## src/rtl/lbist_pkg.sv

```systemverilog
// LBIST sequencer shared definitions: register map, CTRL bits, FSM states.
package lbist_pkg;

  localparam int unsigned ADDR_W = 2;
  localparam int unsigned DATA_W = 32;
  localparam int unsigned BE_W   = 4;

  localparam logic [ADDR_W-1:0] ADDR_CTRL = 2'd0;
  localparam logic [ADDR_W-1:0] ADDR_CFG  = 2'd1;
  localparam logic [ADDR_W-1:0] ADDR_SIG  = 2'd2;

  localparam int unsigned CTRL_SRST  = 0;
  localparam int unsigned CTRL_START = 1;
  localparam int unsigned CTRL_DONE  = 2;

  typedef enum logic [3:0] {
    ST_IDLE,
    ST_WR_CFG,
    ST_WR_SRST,
    ST_WR_START,
    ST_POLL_WAIT,
    ST_RD_CTRL,
    ST_RD_SIG,
    ST_WR_CLR,
    ST_NEXT,
    ST_DONE
  } state_t;

  // One register-bus request as presented to the bus master.
  typedef struct packed {
    logic              wr;
    logic [ADDR_W-1:0] addr;
    logic [DATA_W-1:0] wdata;
  } reg_req_t;

  // Build a CTRL write value from its control bits.
  function automatic logic [DATA_W-1:0] ctrl_word(input logic srst, input logic start);
    logic [DATA_W-1:0] w;
    w             = '0;
    w[CTRL_SRST]  = srst;
    w[CTRL_START] = start;
    return w;
  endfunction

endpackage

```

## src/rtl/lbist_reg_master.sv

```systemverilog
// Single-outstanding register-bus master: turns a req/cmd pulse into a held cs/ack cycle.
module lbist_reg_master
  import lbist_pkg::*;
(
  input  logic              mclk,
  input  logic              reset_n,
  input  logic              req,
  input  reg_req_t          cmd,
  output logic              done_c,
  output logic [DATA_W-1:0] rdata_c,
  output logic              reg_cs,
  output logic              reg_wr,
  output logic [ADDR_W-1:0] reg_addr,
  output logic [DATA_W-1:0] reg_wdata,
  output logic [BE_W-1:0]   reg_be,
  input  logic [DATA_W-1:0] reg_rdata,
  input  logic              reg_ack
);

  // Request fields are latched at issue and held until the ack cycle.
  always_ff @(posedge mclk or negedge reset_n) begin
    if (!reset_n) begin
      reg_cs    <= 1'b0;
      reg_wr    <= 1'b0;
      reg_addr  <= '0;
      reg_wdata <= '0;
      reg_be    <= '0;
    end else if (reg_cs) begin
      if (reg_ack) reg_cs <= 1'b0;
    end else if (req) begin
      reg_cs    <= 1'b1;
      reg_wr    <= cmd.wr;
      reg_addr  <= cmd.addr;
      reg_wdata <= cmd.wdata;
      reg_be    <= 4'hF;
    end
  end

  // Completion is visible to the sequencer in the ack cycle itself.
  assign done_c  = reg_cs & reg_ack;
  assign rdata_c = reg_rdata;

endmodule

```

## src/rtl/lbist_seq.sv

```systemverilog
// LBIST sequencer: runs each configured test entry over the register bus and reports pass/fail.
module lbist_seq
  import lbist_pkg::*;
#(
  parameter int unsigned NCFG     = 4,
  parameter int unsigned POLL_GAP = 16,
  parameter int unsigned POLL_MAX = 1024
) (
  input  logic                mclk,
  input  logic                reset_n,
  input  logic                seq_start,
  input  logic                seq_abort,
  input  logic [1:0]          cfg_num,
  input  logic [NCFG*16-1:0]  cfg_pat,
  input  logic [NCFG*16-1:0]  cfg_depth,
  input  logic [NCFG*32-1:0]  cfg_golden,
  output logic                reg_cs,
  output logic                reg_wr,
  output logic [ADDR_W-1:0]   reg_addr,
  output logic [DATA_W-1:0]   reg_wdata,
  output logic [BE_W-1:0]     reg_be,
  input  logic [DATA_W-1:0]   reg_rdata,
  input  logic                reg_ack,
  output logic                seq_busy,
  output logic                seq_done,
  output logic                seq_pass,
  output logic                seq_aborted,
  output logic [NCFG-1:0]     seq_fail_mask,
  output logic [DATA_W-1:0]   seq_last_sig
);

  localparam int unsigned GAP_W  = $clog2(POLL_GAP + 1);
  localparam int unsigned POLL_W = $clog2(POLL_MAX + 1);

  state_t              state;
  state_t              state_next;
  logic                req;
  reg_req_t            cmd;
  logic                done_c;
  logic [DATA_W-1:0]   rdata_c;
  logic [1:0]          cfg_num_q;
  logic [1:0]          idx;
  logic                abort_pend;
  logic                abort_now;
  logic                bail;
  logic [GAP_W-1:0]    gap_cnt;
  logic [POLL_W-1:0]   poll_cnt;
  logic                gap_last;
  logic                poll_last;
  logic [15:0]         pat_cur;
  logic [15:0]         depth_cur;
  logic [DATA_W-1:0]   golden_cur;

  assign pat_cur    = cfg_pat[32'(idx)*16 +: 16];
  assign depth_cur  = cfg_depth[32'(idx)*16 +: 16];
  assign golden_cur = cfg_golden[32'(idx)*32 +: 32];

  // An abort is honoured from any busy state except DONE, where the run is already ending.
  assign abort_now = abort_pend | (seq_abort & (state != ST_IDLE) & (state != ST_DONE));
  // Leave for WR_CLR once nothing is outstanding on the bus.
  assign bail      = abort_now & (~reg_cs | done_c);
  assign gap_last  = (gap_cnt == GAP_W'(POLL_GAP - 1));
  assign poll_last = (poll_cnt == POLL_W'(POLL_MAX - 1));

  lbist_reg_master u_master (
    .mclk      (mclk),
    .reset_n   (reset_n),
    .req       (req),
    .cmd       (cmd),
    .done_c    (done_c),
    .rdata_c   (rdata_c),
    .reg_cs    (reg_cs),
    .reg_wr    (reg_wr),
    .reg_addr  (reg_addr),
    .reg_wdata (reg_wdata),
    .reg_be    (reg_be),
    .reg_rdata (reg_rdata),
    .reg_ack   (reg_ack)
  );

  // State register.
  always_ff @(posedge mclk or negedge reset_n) begin
    if (!reset_n) state <= ST_IDLE;
    else          state <= state_next;
  end

  // Next state and bus request for the current step.
  always_comb begin
    state_next = state;
    req        = 1'b0;
    cmd        = '0;
    unique case (state)
      ST_IDLE: begin
        if (seq_start) state_next = ST_WR_CFG;
      end
      ST_WR_CFG: begin
        cmd.wr    = 1'b1;
        cmd.addr  = ADDR_CFG;
        cmd.wdata = {depth_cur, pat_cur};
        req       = ~reg_cs & ~abort_now;
        if (bail)        state_next = ST_WR_CLR;
        else if (done_c) state_next = ST_WR_SRST;
      end
      ST_WR_SRST: begin
        cmd.wr    = 1'b1;
        cmd.addr  = ADDR_CTRL;
        cmd.wdata = ctrl_word(1'b1, 1'b0);
        req       = ~reg_cs & ~abort_now;
        if (bail)        state_next = ST_WR_CLR;
        else if (done_c) state_next = ST_WR_START;
      end
      ST_WR_START: begin
        cmd.wr    = 1'b1;
        cmd.addr  = ADDR_CTRL;
        cmd.wdata = ctrl_word(1'b0, 1'b1);
        req       = ~reg_cs & ~abort_now;
        if (bail)        state_next = ST_WR_CLR;
        else if (done_c) state_next = ST_POLL_WAIT;
      end
      ST_POLL_WAIT: begin
        if (abort_now)     state_next = ST_WR_CLR;
        else if (gap_last) state_next = ST_RD_CTRL;
      end
      ST_RD_CTRL: begin
        cmd.addr = ADDR_CTRL;
        req      = ~reg_cs & ~abort_now;
        if (bail) state_next = ST_WR_CLR;
        else if (done_c) begin
          if (rdata_c[CTRL_DONE]) state_next = ST_RD_SIG;
          else if (poll_last)     state_next = ST_WR_CLR;
          else                    state_next = ST_POLL_WAIT;
        end
      end
      ST_RD_SIG: begin
        cmd.addr = ADDR_SIG;
        req      = ~reg_cs & ~abort_now;
        if (bail)        state_next = ST_WR_CLR;
        else if (done_c) state_next = ST_WR_CLR;
      end
      ST_WR_CLR: begin
        cmd.wr    = 1'b1;
        cmd.addr  = ADDR_CTRL;
        cmd.wdata = ctrl_word(1'b0, 1'b0);
        req       = ~reg_cs;
        if (done_c) state_next = abort_now ? ST_DONE : ST_NEXT;
      end
      ST_NEXT: begin
        if (abort_now)              state_next = ST_WR_CLR;
        else if (idx == cfg_num_q)  state_next = ST_DONE;
        else                        state_next = ST_WR_CFG;
      end
      ST_DONE: begin
        state_next = ST_IDLE;
      end
      default: begin
        state_next = ST_IDLE;
      end
    endcase
  end

  // Sequencing counters, per-entry results and status outputs.
  always_ff @(posedge mclk or negedge reset_n) begin
    if (!reset_n) begin
      cfg_num_q     <= '0;
      idx           <= '0;
      abort_pend    <= 1'b0;
      gap_cnt       <= '0;
      poll_cnt      <= '0;
      seq_busy      <= 1'b0;
      seq_done      <= 1'b0;
      seq_pass      <= 1'b0;
      seq_aborted   <= 1'b0;
      seq_fail_mask <= '0;
      seq_last_sig  <= '0;
    end else begin
      seq_busy <= (state_next != ST_IDLE);
      seq_done <= 1'b0;

      if (state == ST_IDLE && seq_start) begin
        cfg_num_q     <= cfg_num;
        idx           <= '0;
        abort_pend    <= 1'b0;
        seq_fail_mask <= '0;
        seq_aborted   <= 1'b0;
        seq_pass      <= 1'b0;
      end else if (state == ST_DONE) begin
        abort_pend <= 1'b0;
      end else if (abort_now) begin
        abort_pend <= 1'b1;
      end

      if (state == ST_POLL_WAIT) gap_cnt <= gap_cnt + GAP_W'(1);
      else                       gap_cnt <= '0;

      if (state == ST_WR_CFG) begin
        poll_cnt <= '0;
      end else if (state == ST_RD_CTRL && done_c && !rdata_c[CTRL_DONE]) begin
        if (poll_last) seq_fail_mask[idx] <= 1'b1;
        else           poll_cnt <= poll_cnt + POLL_W'(1);
      end

      if (state == ST_RD_SIG && done_c) begin
        seq_last_sig <= rdata_c;
        if (rdata_c != golden_cur) seq_fail_mask[idx] <= 1'b1;
      end

      if (state == ST_NEXT && state_next == ST_WR_CFG) idx <= idx + 2'd1;

      if (state_next == ST_DONE && state != ST_DONE) begin
        seq_done <= 1'b1;
        seq_pass <= (seq_fail_mask == '0) & ~abort_now;
        if (abort_now) seq_aborted <= 1'b1;
      end
    end
  end

endmodule

```

## config.mk

```make
export PLATFORM = sky130hd
export DESIGN_NAME = lbist_seq
export DESIGN_NICKNAME = d
export VERILOG_FILES = /design/src/rtl/lbist_pkg.sv /design/src/rtl/lbist_reg_master.sv /design/src/rtl/lbist_seq.sv
export SDC_FILE = /design/constraint.sdc
export NUM_CORES = 1
export LEC_CHECK = 0
export CORE_AREA = 2 2 146 148
export CTS_CLUSTER_DIAMETER = 30
export DETAILED_ROUTE_END_ITERATION = 12
export DIE_AREA = 0 0 148 150
export PLACE_DENSITY = 0.7
export SLEW_MARGIN = 20
export SYNTH_ARGS = -nofsm -noshare
export SYNTH_HDL_FRONTEND = slang
export SYNTH_SLANG_ARGS = --single-unit
```

## constraint.sdc

```tcl
create_clock -name mclk -period 2.8 [get_ports mclk]
set_clock_uncertainty 0.1 [all_clocks]
set_input_delay 0.56 -clock mclk [delete_from_list [all_inputs] [get_ports mclk]]
set_output_delay 0.56 -clock mclk [all_outputs]
set_load 0.05 [all_outputs]
```

== Word level (Yosys, flattened, before mapping) ==
Cells that the tools add are included.

* Shifts and indexed selects: 3
* Reduce and logical (&&, ||, !) cells: 20
* Bitwise logic cells: 12
* Add/subtract/negate cells: 3
* Mux-type cells: 50
* Equal/unequal tests: 17
* Magnitude comparators: 2

{| class="wikitable"
|+ Operators with widths
! cell !! number
|-
| $shiftx 128x8->32 || 1
|-
| $shiftx 64x7->16 || 2
|-
| $pmux 32 s3 || 1
|-
| $mux 4 || 23
|-
| $pmux 4 s9 || 1
|-
| $mux 11 || 3
|-
| $ne 32x32->1 || 1
|-
| $eq 4x3->1 const B || 4
|-
| $mux 1 || 15
|-
| $eq 4x4->1 const B || 3
|-
| $add 11x1->11 const B || 1
|-
| $eq 11x10->1 const B || 1
|-
| $eq 4x1->1 const B || 2
|-
| $eq 4x2->1 const B || 2
|-
| $logic_not 4->1 || 2
|-
| $or 4x4->4 || 2
|-
| $reduce_bool 4->1 || 2
|-
| $logic_and 1x1->1 || 7
|-
| $and 1x1->1 || 6
|-
| $mux 2 || 3
|-
| $reduce_bool 2->1 || 3
|-
| $add 5x1->5 const B || 1
|-
| $eq 5x4->1 const B || 1
|-
| $mux 5 || 1
|-
| other kinds (16) || 19
|}

* Bits in registers: 102
* Logic and storage cells: 124

== Longest topological paths before layout ==
* Depth in word-level cells: 11
* Mapped depth: 10
* Mapped depth without buffers: 7

== Cells and area by module ==
From an unflattened synthesis, not the netlist that was laid out.

* Cells, all modules: 552
* Area, all modules: 6984.2 sq um

{| class="wikitable"
|+ Modules (own cells, without submodules)
! module !! instances !! seq. area each (sq um) !! area each (sq um) !! cells an instance
|-
| lbist_seq || 1 || 1626.6 || 5187.5 || 436
|-
| lbist_reg_master || 1 || 925.9 || 1796.7 || 116
|}

== Worst setup path after synthesis ==
No wires, ideal clock.

* Path type: reg2reg
* Start point: register idx[1]
* End point: register seq_fail_mask[0]
* Setup time: 0.130 ns
* Slack: 0.360 ns
* Stages on the path, launching flop included: 10
* Data required time: 2.570 ns
* Data arrival time: 2.210 ns
* Path through: dfrtp_1 > buf_2 > buf_2 > buf_2 > mux4_2 > xor2_1 > nor4_1 > nand3_1 > nor4_4 > o21ai_1

* Cells in the longest elaborated chain, start to end: 11
* Elaborated cells on any way between the ends: 14

{| class="wikitable"
|+ RTL lines
! what !! RTL line !! source
|-
| start, declared || lbist_seq.sv:42 || <nowiki>logic [1:0] idx;</nowiki>
|-
| start signal, assigned || lbist_seq.sv:207 || <nowiki>if (state == ST_NEXT && state_next == ST_WR_CFG) idx <= idx + 2'd1;</nowiki>
|-
| $lt 2x3->1 (implied by the code) / $ge 2x1->1 (equally long branches) || lbist_seq.sv:198, lbist_seq.sv:204 ||
|-
| $logic_and 1x1->1 (implied by the code) || lbist_seq.sv:198, lbist_seq.sv:204 ||
|-
| $mux 1 (implied by the code) || lbist_seq.sv:198, lbist_seq.sv:204 ||
|-
| $demux 1 s2 || lbist_seq.sv:198, lbist_seq.sv:204 ||
|-
| $or 4x4->4 (no line) || - ||
|-
| $mux 4 || lbist_seq.sv:198 || <nowiki>if (poll_last) seq_fail_mask[idx] <= 1'b1;</nowiki>
|-
| $mux 4 || lbist_seq.sv:197 || <nowiki>end else if (state == ST_RD_CTRL && done_c && !rdata_c[CTRL_DONE]) begin</nowiki>
|-
| $mux 4 || lbist_seq.sv:195 || <nowiki>if (state == ST_WR_CFG) begin</nowiki>
|-
| $or 4x4->4 (no line) || - ||
|-
| $mux 4 || lbist_seq.sv:204 || <nowiki>if (rdata_c != golden_cur) seq_fail_mask[idx] <= 1'b1;</nowiki>
|-
| $mux 4 * || lbist_seq.sv:202 || <nowiki>if (state == ST_RD_SIG && done_c) begin</nowiki>
|-
| end signal, assigned || lbist_seq.sv:183 || <nowiki>seq_fail_mask <= '0;</nowiki>
|-
| end signal, assigned by index || lbist_seq.sv:198 ||
|-
| end signal, assigned by index || lbist_seq.sv:204 ||
|-
| end, declared || lbist_seq.sv:28 || <nowiki>output logic [NCFG-1:0] seq_fail_mask,</nowiki>
|}

Mark *: on every way between the ends. The rest lies on a longest branch, timed or not.
A chain may end at the register's enable or synchronous reset.

== Final worst setup path ==
* Start point: register idx[0]
* End point: register seq_fail_mask[0]

The elaborated chain is that of the path after synthesis.

==> results.txt <==
Summing the areas of all compound-gate instances in the mapped netlist gives 5.12% of the synthesized area. Summing the areas of all fa, ha and maj instances in the mapped netlist gives 1.31% of the synthesized area. For this run, the detailed router's first-pass iteration total came to 4. The count of antenna-violating nets left after detailed routing came out at 0. For this block, the initial DRC count from the detailed router was 238. The cell area after synthesis came out at 6670 sq um. The sum of negative setup slack is 0 ns. The clock transition time at the flip-flop clock pins of the worst setup and hold paths came out at 0.07 ns. The leftover overflow at the end of global routing is 0. Dividing the detail-routed wire length by the instance count gives 19.0 um.

The total power per unit cell area is 701 nW/um^2. Detailed placement ended at an HPWL of 19.1 mm. The standard cell core area came out at 20700 sq um. Across all layers, the routed design uses 5927 vias. The commonest cells after synthesis are 102 x sky130_fd_sc_hd__dfrtp_1, 55 x sky130_fd_sc_hd__nand2_1, 52 x sky130_fd_sc_hd__mux4_2.

A synthesized cell averages 11.9 sq um. The share of the yosys chip area belonging to registers came out at 38.3%. The required time of the worst setup path came out at 2.93 ns.

Of the post-synthesis cell area, the part taken by muxes is 33.8%. The TritonCTS sink count came out at 102. The fraction of final layout cells with drive strength greater than 1 came out at 15.8%.

The total routing resource utilization after global routing came out at 20.8%. The final period utilization is 93.9%. The static leakage power is 4.40 nW.

The flow ran to the end, and the final reports show no timing, DRC or antenna violations. The insertion delay of the later-clocked pin in the worst-skew pair is 0.35 ns. Of all nets on the critical path, the largest fanout is 8. In this run, post-CTS hold repair placed 0 buffers. The buffer levels on the longest clock path came out at 2. IR analysis of the VDD net gives a maximum drop of 300 uV. The number of H-tree branching levels came out at 3. The via count of the first global-routing pass came to 6178. The initial core utilization came out at 32.2%.

Setup repair after global routing left no endpoint under its margin. The number of enable-type register cells in the synthesized netlist came out at 0. The post-layout total power is 7.85 mW. The final setup violation count is 0. Compared with the post-synthesis result, the final layout area differs by 67.8%. The global-route wire length before repair came out at 34.8 mm. The net count reported at finish came out at 1245.

The y dimension of the die came out at 150 um. Max-cap violations in this run came to 0. The sort of element at the end of the critical path is a flip-flop. The number of slew-limit violations in the final report came out at 0. The final count of hold timing violations came out at 0. Yosys mapped the design onto 59 distinct sky130hd cell types.

The share of flip-flops with an asynchronous set or reset is 100%. The floorplan has 53 rows. Synthesis produced a netlist whose cell count is 560. The TritonCTS clock tree is yes.

The maximum achievable frequency is 380 MHz. The type of the most critical hold path is primary input to asynchronous set/reset pin. The number of flip-flops and latches in the synthesized netlist is 102. The most used flip-flop cell after synthesis is sky130_fd_sc_hd__dfrtp_1. Entering global routing, the biggest net connects 52 pins.

sky130_fd_sc_hd__dfrtp_1 is the most common cell in the netlist. The mean number of vias per cell is 4.85. The largest total area in the synthesized netlist belongs to sky130_fd_sc_hd__dfrtp_1. The number of antenna violations at the first check in global routing is 1. The count of synthesis-stage warnings from yosys is 0. The path type of the worst setup path is flip-flop to flip-flop.

The top cell type by area accounts for 38.3% of the synthesized area. The type of element launching the critical path is a flip-flop. The area enclosed by the die boundary came out at 22200 sq um. The post-synthesis simple-gate area fraction came out at 10.1%. The horizontal die dimension came out at 148 um. The remaining design rule violation count is 0. The final critical-path required period came out at 2.63 ns. The cell sitting at the root of the clock tree is a sky130_fd_sc_hd__clkbuf_16.

The synthesized-area fraction occupied by xor and xnor cells is 5.65%. The normalized max-slew margin is 59.8%. The transition time of the tightest slew-check pin came out at 0.601 ns. The count of port buffers added during placement is 374. In this run the count of I/O pins placed on the die edge is 375. The data arrival time of the critical path came out at 2.76 ns. By area, the combinational part of the netlist is dominated by multiplexers. The tightest hold margin is 0.0376 ns.

At the end of routability-driven placement, the weighted congestion stood at 0.871. By area the synthesized netlist is led by sky130_fd_sc_hd__dfrtp_1 38%, sky130_fd_sc_hd__mux4_2 18%, sky130_fd_sc_hd__mux2i_1 6.9%, sky130_fd_sc_hd__mux2_2 5.1%, sky130_fd_sc_hd__xor2_1 3.5%. The total wirelength of the detailed-routed design is 23.3 mm.

The total CTS buffers came out at 9. The net count after synthesis is 862.
[registers in the layout, summed over array words and instances, names as in the netlist, 2 cells and up]
name / flops
u_master.reg_wdata: 32
seq_last_sig: 32
cfg_num_q: 2
idx: 2
seq_fail_mask: 4
state: 4
gap_cnt: 5
u_master.reg_addr: 2
poll_cnt: 11
[cells in the final DEF (no fill, tap or decap), types with 8 or more instances in the layout]
cell type                         synthesis  layout
sky130_fd_sc_hd__nand3_1                  8       8
sky130_fd_sc_hd__nand2_1                 55      55
sky130_fd_sc_hd__mux4_2                  52      53
sky130_fd_sc_hd__xor2_1                  27      27
sky130_fd_sc_hd__mux2_2                  30      30
sky130_fd_sc_hd__xnor2_1                 16      16
sky130_fd_sc_hd__inv_1                   42      42
sky130_fd_sc_hd__mux2i_1                 46      46
sky130_fd_sc_hd__clkbuf_16                0       9
sky130_fd_sc_hd__mux2_1                  11      11
sky130_fd_sc_hd__buf_4                    3      31
sky130_fd_sc_hd__nor2_1                  23      23
sky130_fd_sc_hd__dfrtp_1                102     100
sky130_fd_sc_hd__clkdlybuf4s50_1          0     373
sky130_fd_sc_hd__a21oi_1                 10      10
[path summary, 6_finish.rpt]
kind,from,end,slack [ns],cells past startpoint
worst max-delay path,idx[0],seq_fail_mask[0],0.17,7
worst min-delay path,reset_n,u_master.reg_wdata[26],0.04,1
worst max register to register,idx[0],seq_fail_mask[0],0.17,7
worst min register to register,gap_cnt[0],gap_cnt[0],0.38,1
max in group asynchronous,reset_n,u_master.reg_wdata[7],1.91,2
min in group mclk,gap_cnt[0],gap_cnt[0],0.38,1
[critical path: stages, from the launching register on]
cell and delay, ns:
sky130_fd_sc_hd__dfrtp_4 0.46, sky130_fd_sc_hd__buf_12 0.15, sky130_fd_sc_hd__mux4_2 0.51, sky130_fd_sc_hd__xnor2_1 0.15, sky130_fd_sc_hd__nand2_1 0.09, sky130_fd_sc_hd__or4_4 0.54
sky130_fd_sc_hd__nor4_4 0.38, sky130_fd_sc_hd__o21ai_1 0.13
[repair_timing]
item	in CTS	in global routing
hold endpoints to repair	0	0
setup endpoints to repair	0	4
setup buffers	0	7
gates resized for setup	0	2
[cell type report]
type | instances | area (sq um)
diodes | 1 | 2.50
inverters | 43 | 161
flip-flops and latches | 102 | 2560
fillers | 1861 | 9500
repair buffers | 410 | 4090
multi-input cells | 377 | 3740
clock buffers | 12 | 246
well taps | 275 | 344
clock inverters | 3 | 43.8
[cells by family (layout without fill, tap and decap cells)]
family,after synthesis,in the layout
compound gates,49,49
xor+xnor,43,43
fa+ha+maj,7,7
buf+inv,81,468
flops,102,102
mux,145,145
other cells,0,1
simple gates,133,133
[where the power goes]
part / internal [mW] / leakage, nW / switching [mW] / total [mW]
Combinational: 1.81 / 2.90 / 2.56 / 4.37
Sequential: 1.91 / 1.36 / 0.303 / 2.21
Clock: 0.716 / 0.143 / 0.547 / 1.26
[through the flow]
stage	instances	area, sq um	setup WS (ns)	utilization (%)
finish	1223	11200	0.170	54.1
global route	1223	11200	0.0463	54.1
CTS	1215	11100	0.0429	53.7
detailed placement	1200	10800	-0.166	52.3
global placement	1200	10800	-0.142	52.3
floorplan	560	6670	0.360	-
[routing by layer]
metal / share of wire (%) / wire, um / global-route usage [%] / vias up
met1: 40 / 9260 / 25.6 / 2904
met5: 0 / 0 / 0 / -
met3: 5.1 / 1180 / 4.79 / 32
li1: - / - / - / 2807
met4: 2.3 / 537 / 6.62 / 0
met2: 53 / 12300 / 36.1 / 184
(Power assumes the default switching activity.)
